File: src/rtl/jump_table_pkg.sv
// Shared types and default sizing for the jump target table and the fetch unit.
package jump_table_pkg;

  localparam int DEFAULT_DEPTH = 64;
  localparam int DEFAULT_TW    = 6;

  typedef enum logic [1:0] {
    IDLE  = 2'd0,
    LOAD  = 2'd1,
    CLEAR = 2'd2
  } state_t;

endpackage

File: src/rtl/jump_table_ptr.sv
// Wrapping entry-index counter shared by the load burst and the clear sweep.
// Wraps from DEPTH-1 to 0 by explicit compare, so DEPTH need not be a power of two.
module jump_table_ptr #(
  parameter int DEPTH = 64,
  parameter int AW    = $clog2(DEPTH)
) (
  input  logic          clk,
  input  logic          reset,
  input  logic          load,
  input  logic [AW-1:0] load_val,
  input  logic          inc,
  output logic [AW-1:0] ptr,
  output logic          at_last
);

  localparam logic [AW-1:0] LAST = AW'(DEPTH - 1);

  assign at_last = (ptr == LAST);

  always_ff @(posedge clk or posedge reset) begin
    if (reset) begin
      ptr <= '0;
    end else if (load) begin
      ptr <= load_val;
    end else if (inc) begin
      ptr <= at_last ? '0 : ptr + AW'(1);
    end
  end

endmodule

File: src/rtl/jump_target_table.sv
// Runtime-loadable branch target table with registered single-cycle lookups.
// Optional same-cycle write-to-lookup forwarding: define JUMP_TABLE_BYPASS_EN.
module jump_target_table
  import jump_table_pkg::*;
#(
  parameter int DEPTH = DEFAULT_DEPTH,
  parameter int TW    = DEFAULT_TW,
  parameter int AW    = $clog2(DEPTH)
) (
  input  logic          clk,
  input  logic          reset,
  input  logic          lk_req,
  input  logic [AW-1:0] lk_addr,
  output logic          lk_vld,
  output logic [TW-1:0] lk_target,
  output logic          lk_hit,
  input  logic          ld_start,
  input  logic [AW-1:0] ld_base,
  input  logic [AW:0]   ld_count,
  input  logic          ld_valid,
  input  logic [TW-1:0] ld_data,
  output logic          ld_ready,
  input  logic          clr_start,
  output logic          busy,
  output logic          done
);

  state_t        state, state_next;
  logic [AW-1:0] ptr;
  logic          at_last;
  logic          ptr_load;
  logic [AW-1:0] ptr_load_val;
  logic          ptr_inc;
  logic          done_next;
  logic [AW:0]   remaining;
  logic          beat;

  logic [TW-1:0] entries [DEPTH];
  logic [DEPTH-1:0] valid;

  logic          in_range;
  logic          rd_hit;
  logic [TW-1:0] rd_target;

  assign ld_ready = (state == LOAD);
  assign busy     = (state != IDLE);
  assign beat     = ld_ready && ld_valid;

  jump_table_ptr #(
    .DEPTH (DEPTH),
    .AW    (AW)
  ) u_ptr (
    .clk      (clk),
    .reset    (reset),
    .load     (ptr_load),
    .load_val (ptr_load_val),
    .inc      (ptr_inc),
    .ptr      (ptr),
    .at_last  (at_last)
  );

  always_ff @(posedge clk or posedge reset) begin
    if (reset) begin
      state <= IDLE;
      done  <= 1'b0;
    end else begin
      state <= state_next;
      done  <= done_next;
    end
  end

  // A clear request outranks a simultaneous load request, which is dropped.
  always_comb begin
    state_next   = state;
    ptr_load     = 1'b0;
    ptr_load_val = ld_base;
    ptr_inc      = 1'b0;
    done_next    = 1'b0;
    case (state)
      IDLE: begin
        if (clr_start) begin
          state_next   = CLEAR;
          ptr_load     = 1'b1;
          ptr_load_val = '0;
        end else if (ld_start) begin
          if (ld_count == '0) begin
            done_next = 1'b1;
          end else begin
            state_next = LOAD;
            ptr_load   = 1'b1;
          end
        end
      end
      LOAD: begin
        if (ld_valid) begin
          ptr_inc = 1'b1;
          if (remaining == (AW+1)'(1)) begin
            state_next = IDLE;
            done_next  = 1'b1;
          end
        end
      end
      CLEAR: begin
        ptr_inc = 1'b1;
        if (at_last) begin
          state_next = IDLE;
          done_next  = 1'b1;
        end
      end
      default: state_next = IDLE;
    endcase
  end

  always_ff @(posedge clk or posedge reset) begin
    if (reset) begin
      remaining <= '0;
    end else if (state == IDLE && ld_start && !clr_start) begin
      remaining <= ld_count;
    end else if (beat) begin
      remaining <= remaining - (AW+1)'(1);
    end
  end

  always_ff @(posedge clk or posedge reset) begin
    if (reset) begin
      for (int i = 0; i < DEPTH; i++) begin
        entries[i] <= '0;
      end
      valid <= '0;
    end else if (beat) begin
      entries[ptr] <= ld_data;
      valid[ptr]   <= 1'b1;
    end else if (state == CLEAR) begin
      entries[ptr] <= '0;
      valid[ptr]   <= 1'b0;
    end
  end

  // Out-of-range indices (non-power-of-two DEPTH) and sweeps in progress read as misses.
  always_comb begin
    in_range  = ({1'b0, lk_addr} < (AW+1)'(DEPTH));
    rd_hit    = 1'b0;
    rd_target = '0;
    if (in_range && state != CLEAR && valid[lk_addr]) begin
      rd_hit    = 1'b1;
      rd_target = entries[lk_addr];
    end
`ifdef JUMP_TABLE_BYPASS_EN
    if (beat && ptr == lk_addr) begin
      rd_hit    = 1'b1;
      rd_target = ld_data;
    end
`endif
  end

  always_ff @(posedge clk or posedge reset) begin
    if (reset) begin
      lk_vld    <= 1'b0;
      lk_hit    <= 1'b0;
      lk_target <= '0;
    end else begin
      lk_vld    <= lk_req;
      lk_hit    <= lk_req && rd_hit;
      lk_target <= lk_req ? rd_target : '0;
    end
  end

endmodule

File: config.mk
export PLATFORM = sky130hd
export DESIGN_NAME = jump_target_table
export DESIGN_NICKNAME = d
export VERILOG_FILES = /design/src/rtl/jump_table_pkg.sv /design/src/rtl/jump_table_ptr.sv /design/src/rtl/jump_target_table.sv
export SDC_FILE = /design/constraint.sdc
export NUM_CORES = 1
export LEC_CHECK = 0
export CAP_MARGIN = 40
export CORE_ASPECT_RATIO = 0.75
export CORE_UTILIZATION = 50
export DETAILED_ROUTE_END_ITERATION = 7
export GPL_TIMING_DRIVEN = 0
export PLACE_DENSITY = 0.69
export SLEW_MARGIN = 10
export SYNTH_ARGS = -nofsm -noshare
export SYNTH_HDL_FRONTEND = slang
export SYNTH_HIERARCHICAL = 1
export SYNTH_SLANG_ARGS = --single-unit
File: constraint.sdc
create_clock -name clk -period 17.7 [get_ports clk]
set_input_delay 3.54 -clock clk [delete_from_list [all_inputs] [get_ports clk]]
set_output_delay 3.54 -clock clk [all_outputs]
set_load 0.1 [all_outputs]
== After elaboration in Yosys (flattened, before gate mapping) ==
Cells that the tools add are included.
Storage, ports and cells
  bits in registers: 472
  bits of input ports: 31
  output and inout port bits: 11
  word-level logic and storage cells: 156
Cells by class
  add/subtract/negate cells: 2
  order comparisons: 6
  equality and inequality tests: 10
  mux-type cells: 44
  bitwise operators: 7
  reduce and logical (&&, ||, !) cells: 15
Operators with widths (number)
  two-way mux 384 bit: 2
  bitwise AND 384 bit: 1
  bitwise mux 384 bit: 1
  inverter 384 bit: 1
  two-way mux 64 bit: 2
  bitwise AND 64 bit: 1
  inverter 64 bit: 1
  OR 64 bit: 1
  two-way mux 6 bit: 10
  binary-select mux 6 bit (select 6 bit): 1
  demux 6 bit (select 6 bit): 1
  greater-or-equal comparator 7 bit (second input constant): 2
  less-than comparator 6 x 7 -> 1 bit (second input constant): 2
  two-way mux 1 bit: 14
  two-way mux 7 bit: 2
  inverter 6 -> 7 bit: 2
  two-way mux 2 bit: 6
  nonzero test 2 bit: 4
  == test 7 x 1 -> 1 bit (second input constant): 1
  logical AND 1 bit: 7
  zero test 7 bit: 1
  less-than comparator 7 x 1 -> 1 bit (second input constant): 1
  subtractor 7 x 1 -> 7 bit (second input constant): 1
  adder 6 x 1 -> 6 bit (second input constant): 1
  15 further kinds: 18

== Depth between registers and ports, before layout ==
  depth in word-level cells: 9
  depth in mapped cells: 11
  mapped depth without buffers: 8

== Modules after synthesis ==
The synthesis kept the hierarchy.
By module, submodules not included
  jump_target_table: times used 1, cells each 1594, area each 21171.6 um^2, sequential area each 11661.2 um^2
  jump_table_ptr: times used 1, cells each 42, area each 370.4 um^2, sequential area each 150.1 um^2

== Least setup slack after synthesis ==
No wires, ideal clock.
  kind: input port to flip-flop
  from: input port ld_valid
  to: register u_ptr.ptr[5]
  setup time: 0.069 ns
  arrival time: 5.245 ns
  required time: 17.631 ns
  slack: 12.386 ns
  cell stages on the path: 9
  buffers on the path: 3
  cells stage by stage: nand2_1 nand2b_1 clkbuf_1 clkbuf_1 and2_1 buf_6 nand4_1 or4_1 nand3_1
Between the ends
  longest elaborated chain between the ends: 3
RTL lines
  start, declared: RTL line jump_target_table.sv:20  | input logic ld_valid,
  two-way mux 1 bit: RTL line jump_target_table.sv:95  | if (ld_valid) begin
  case mux 1 bit (2 select lines): RTL line jump_target_table.sv:79  | case (state)
  named net ptr_inc: RTL line jump_target_table.sv:33  | logic ptr_inc;
  nonzero test 2 bit (no line)
  end signal, assigned: RTL line jump_table_ptr.sv:24  | ptr <= load_val;
  end signal, assigned: RTL line jump_table_ptr.sv:26  | ptr <= at_last ? '0 : ptr + AW'(1);
  end, declared: RTL line jump_table_ptr.sv:12  | output logic [AW-1:0] ptr,
The timed path passes the listed nets, and every way through them passes these cells.
A chain may end at the register's enable or synchronous reset.

== Worst setup path in the final report ==
  from: input port lk_addr[1]
  to: register lk_target[4]
Between the ends
  longest elaborated chain between the ends: 6
  elaborated cells between the ends (all ways): 9
  those cells by class: mux (7); bitwise (1); reduce/logical (1)
RTL lines
  start, declared: RTL line jump_target_table.sv:13  | input logic [AW-1:0] lk_addr,
  inverter 6 -> 7 bit (implied by the code): RTL line jump_target_table.sv:146  | rd_target = entries[lk_addr];
  binary-select mux 6 bit (select 6 bit): RTL line jump_target_table.sv:146
  two-way mux 6 bit (implied by the code) (2 in series): RTL line jump_target_table.sv:146
  two-way mux 6 bit (*): RTL line jump_target_table.sv:144  | if (in_range && state != CLEAR && valid[lk_addr]) begin
  two-way mux 6 bit (*): RTL line jump_target_table.sv:164  | lk_target <= lk_req ? rd_target : '0;
  end signal, assigned: RTL line jump_target_table.sv:164
  end, declared: RTL line jump_target_table.sv:15  | output logic [TW-1:0] lk_target,
Mark *: on every way between the ends. The rest lies on a longest branch, timed or not. The select of a mux whose other input is x is not followed.

==> parameters.txt <==
Parameter                              Value

Floorplanning
  Die width    242 µm
  Vert. Die Dim    182 µm
  Core Region    42300 µm²
  Io pins    42
  Area of the die    43900 µm²
  Initial core utilization    50.9%
  Row cnt    65

Global route
  Tot GR Track Use    34.1%
  Sum of overflow across all layers after global routing    0
  Number of global-route vias before repair    16600
  Number of antenna violations at the first check in global routing    0
  Maximum number of pins on one net before global-route repair    115
  Wire length of the first global-routing pass    111 mm

Finish
  Number of nets in the finished design    1800
  Non-Filler Cell Area, Final    24700 µm²
  Antenna diode count    0
  Ratio of cells with drive above 1 in the final layout    15.3%
  Number of fill cells in the layout    3386
  Area grow syn2layout    14.5%

Synthesis
  Fraction of registers with async set/reset    100%
  Area of the mapped netlist    21500 µm²
  Yosys Warn Count    6
  Number of storage elements in the synthesis netlist    472
  Count leader, synth    dfrtp_1
  Cell type contributing the most total cell area after synthesis    dfrtp_1
  Number of enable-type register cells in the synthesized netlist    0
  Net Count, Synth    1674
  Share of the synthesized area in the top cell type    54.8%
  Ranking of synthesized cells by instance count    dfrtp_1, a22o_1, nand2_1
  Commonest register cell after synthesis    dfrtp_1
  Library cells used by synthesis    57
  Post-Synthesis Cells    1636
  Register area share after synthesis    54.8%
  Largest cells by area after synthesis    dfrtp_1, a22o_1, mux4_2, nand2_1, a21o_1
  Post-Syn Area per Cell    13.2 µm²

Power and ir drop
  Power density cells    136 nW/µm²
  Comb power frac    24.4%
  Switching part of the total power    31.3%
  Share of power burned in the clock network    31.3%
  Net switching power of the design    1.05 mW
  Total internal power    2.30 mW
  Static Leakage    11.6 nW
  Sequential share of power    44.4%
  Peak supply drop    103 µV

Timing
  Time the worst path needs with I/O delays and setup    6.37 ns
  Upper clock frequency limit    157 MHz
  Worst slew margin relative to its limit    32.3%
  Final count of negative-setup-slack endpoints    0
  Sum Neg Setup Slack    0 ns
  Slew Viols, Final    0
  Unrepaired setup endpoints after global routing    false
  Slew at the pin closest to its max-slew limit    1.02 ns
  Tcrit/Tclk final    36.0%
  Min Hold Slack    0.477 ns
  Max Clock Skew    0.0258 ns
  Final setup margin    11.33 ns
  Final Hold Vio Count    0

Min path
  Worst min path class    flip-flop to flip-flop

Clocking
  Clock slew at reported path FFs    0.07 ns
  TritonCTS clock tree    built
  Number of buffers created by CTS    45
  Clock root buffer    clkbuf_16
  Setup bufs post-CTS    0
  CTS-repair resized insts    0
  Quantity of hold-fixing buffers added after cts    0
  H-Tree Level Count    2
  Total clock sinks    472
  Max Root-Sink Buffers    3
  Insertion delay of the later-clocked pin in the worst-skew pair    0.59 ns

Worst setup path
  Worst-path fanout max    10
  Crit path DAT    6.76 ns
  Type of the worst setup path    primary input to flip-flop
  Required time worst endpoint    18.09 ns
  Worst setup EP type    flip-flop
  Worst Setup Start Kind    primary input

Placed design
  Placement Setup Slack    10.92 ns
  Placed inst area    23100 µm²
  Final weighted congestion in routability-driven placement    0.982
  IO Port Bufs    32
  Hpwl dp    51.7 mm

Job
  Max Cap Viol    0

Detailed routing
  Post-detailed-route count of antenna-violating nets    0
  Detailed-routing iteration count for the pre-antenna-repair pass    6
  Wirelength per Cell    31.0 µm
  WL final    73.3 mm
  Via total after detailed routing    16800
  Residual DRC    0
  Number of DRC markers after the initial detailed-route iteration    2156
  Vias per cell    7.09

Status
  Run status    complete, no violations
final timing paths:
check                                start            to  slack [ns]  cells past startpoint
worst min-delay path             flip-flop     flip-flop        0.48                      1
worst min register to register   flip-flop     flip-flop        0.48                      1
max in group asynchronous            reset   entries[22]       12.69                      4
worst max-delay path            lk_addr[1]  lk_target[4]       11.33                      7
min in group asynchronous            reset  u_ptr/ptr[0]        3.35                      2
worst max register to register    state[1]  u_ptr/ptr[5]       14.07                     11
cells in the final DEF, fill, tap and decap left out, types with 12 or more instances in the layout:
cell type and instances:
o21ai_0 19, mux2i_1 38, clkbuf_16 47, clkbuf_8 12, buf_8 13, nor3_1 35, a21oi_1 15, dfrtp_1 472
buf_6 22, buf_2 35, nand3_1 12, mux4_2 102, nand2_1 133, clkbuf_1 84, a21o_1 64, nor2_1 98
clkdlybuf4s50_1 32, a22o_1 384
metal layers:
metal	global-route usage, %	up-vias	share of wire, %
li1	-	6596	-
met1	51.0	8696	41
met2	46.7	1285	41
met3	10.5	197	14
met4	11.9	0	3.7
met5	0.218	-	0
cells by family after synthesis:
logic type	after synthesis	share of synthesized area, %
AO/OA/AOI/OAI	517	20.1
flip-flops	472	54.8
AND/OR/NAND/NOR	348	7.37
multiplexers	153	13.9
buffers and inverters	131	3.14
XOR/XNOR	8	0.325
adder cells (fa/ha/maj)	7	0.407
critical path, cell delays in order:
cell	delay (ns)
clkdlybuf4s50_1	0.83
buf_6	0.32
buf_6	0.26
clkbuf_1	0.60
mux2i_1	0.43
nor3_1	0.08
a2111oi_1	0.69
layout make-up:
class | instances | area (µm²) | area share [%]
Sequential cell | 472 | 11800 | 47.9
Multi-Input combinational cell | 1033 | 9050 | 36.7
Clock buffer | 65 | 1330 | 5.41
Timing Repair Buffer | 79 | 818 | 3.32
Tap cell | 569 | 712 | 2.89
Buffer | 118 | 628 | 2.55
Clock inverter | 16 | 244 | 0.989
Inverter | 13 | 56.3 | 0.228
power groups by stage:
stage                     logic (mW)  clock network [mW]  registers [mW]
after floorplan                0.555                   0            1.44
after global placement         0.751                   0            1.48
after detailed placement       0.792                   0            1.49
after CTS                      0.795                1.05            1.47
after global routing           0.857                1.09            1.51
final                          0.816                1.05            1.49
stage by stage:
step	std cells	utilization (%)	power [mW]
after floorplan	1636	-	2.00
after global placement	2237	53.4	2.23
after detailed placement	2282	54.5	2.28
after CTS	2363	58.3	3.32
after global routing	2365	58.3	3.46
final	2365	58.3	3.35
(Power assumes the default switching activity.)
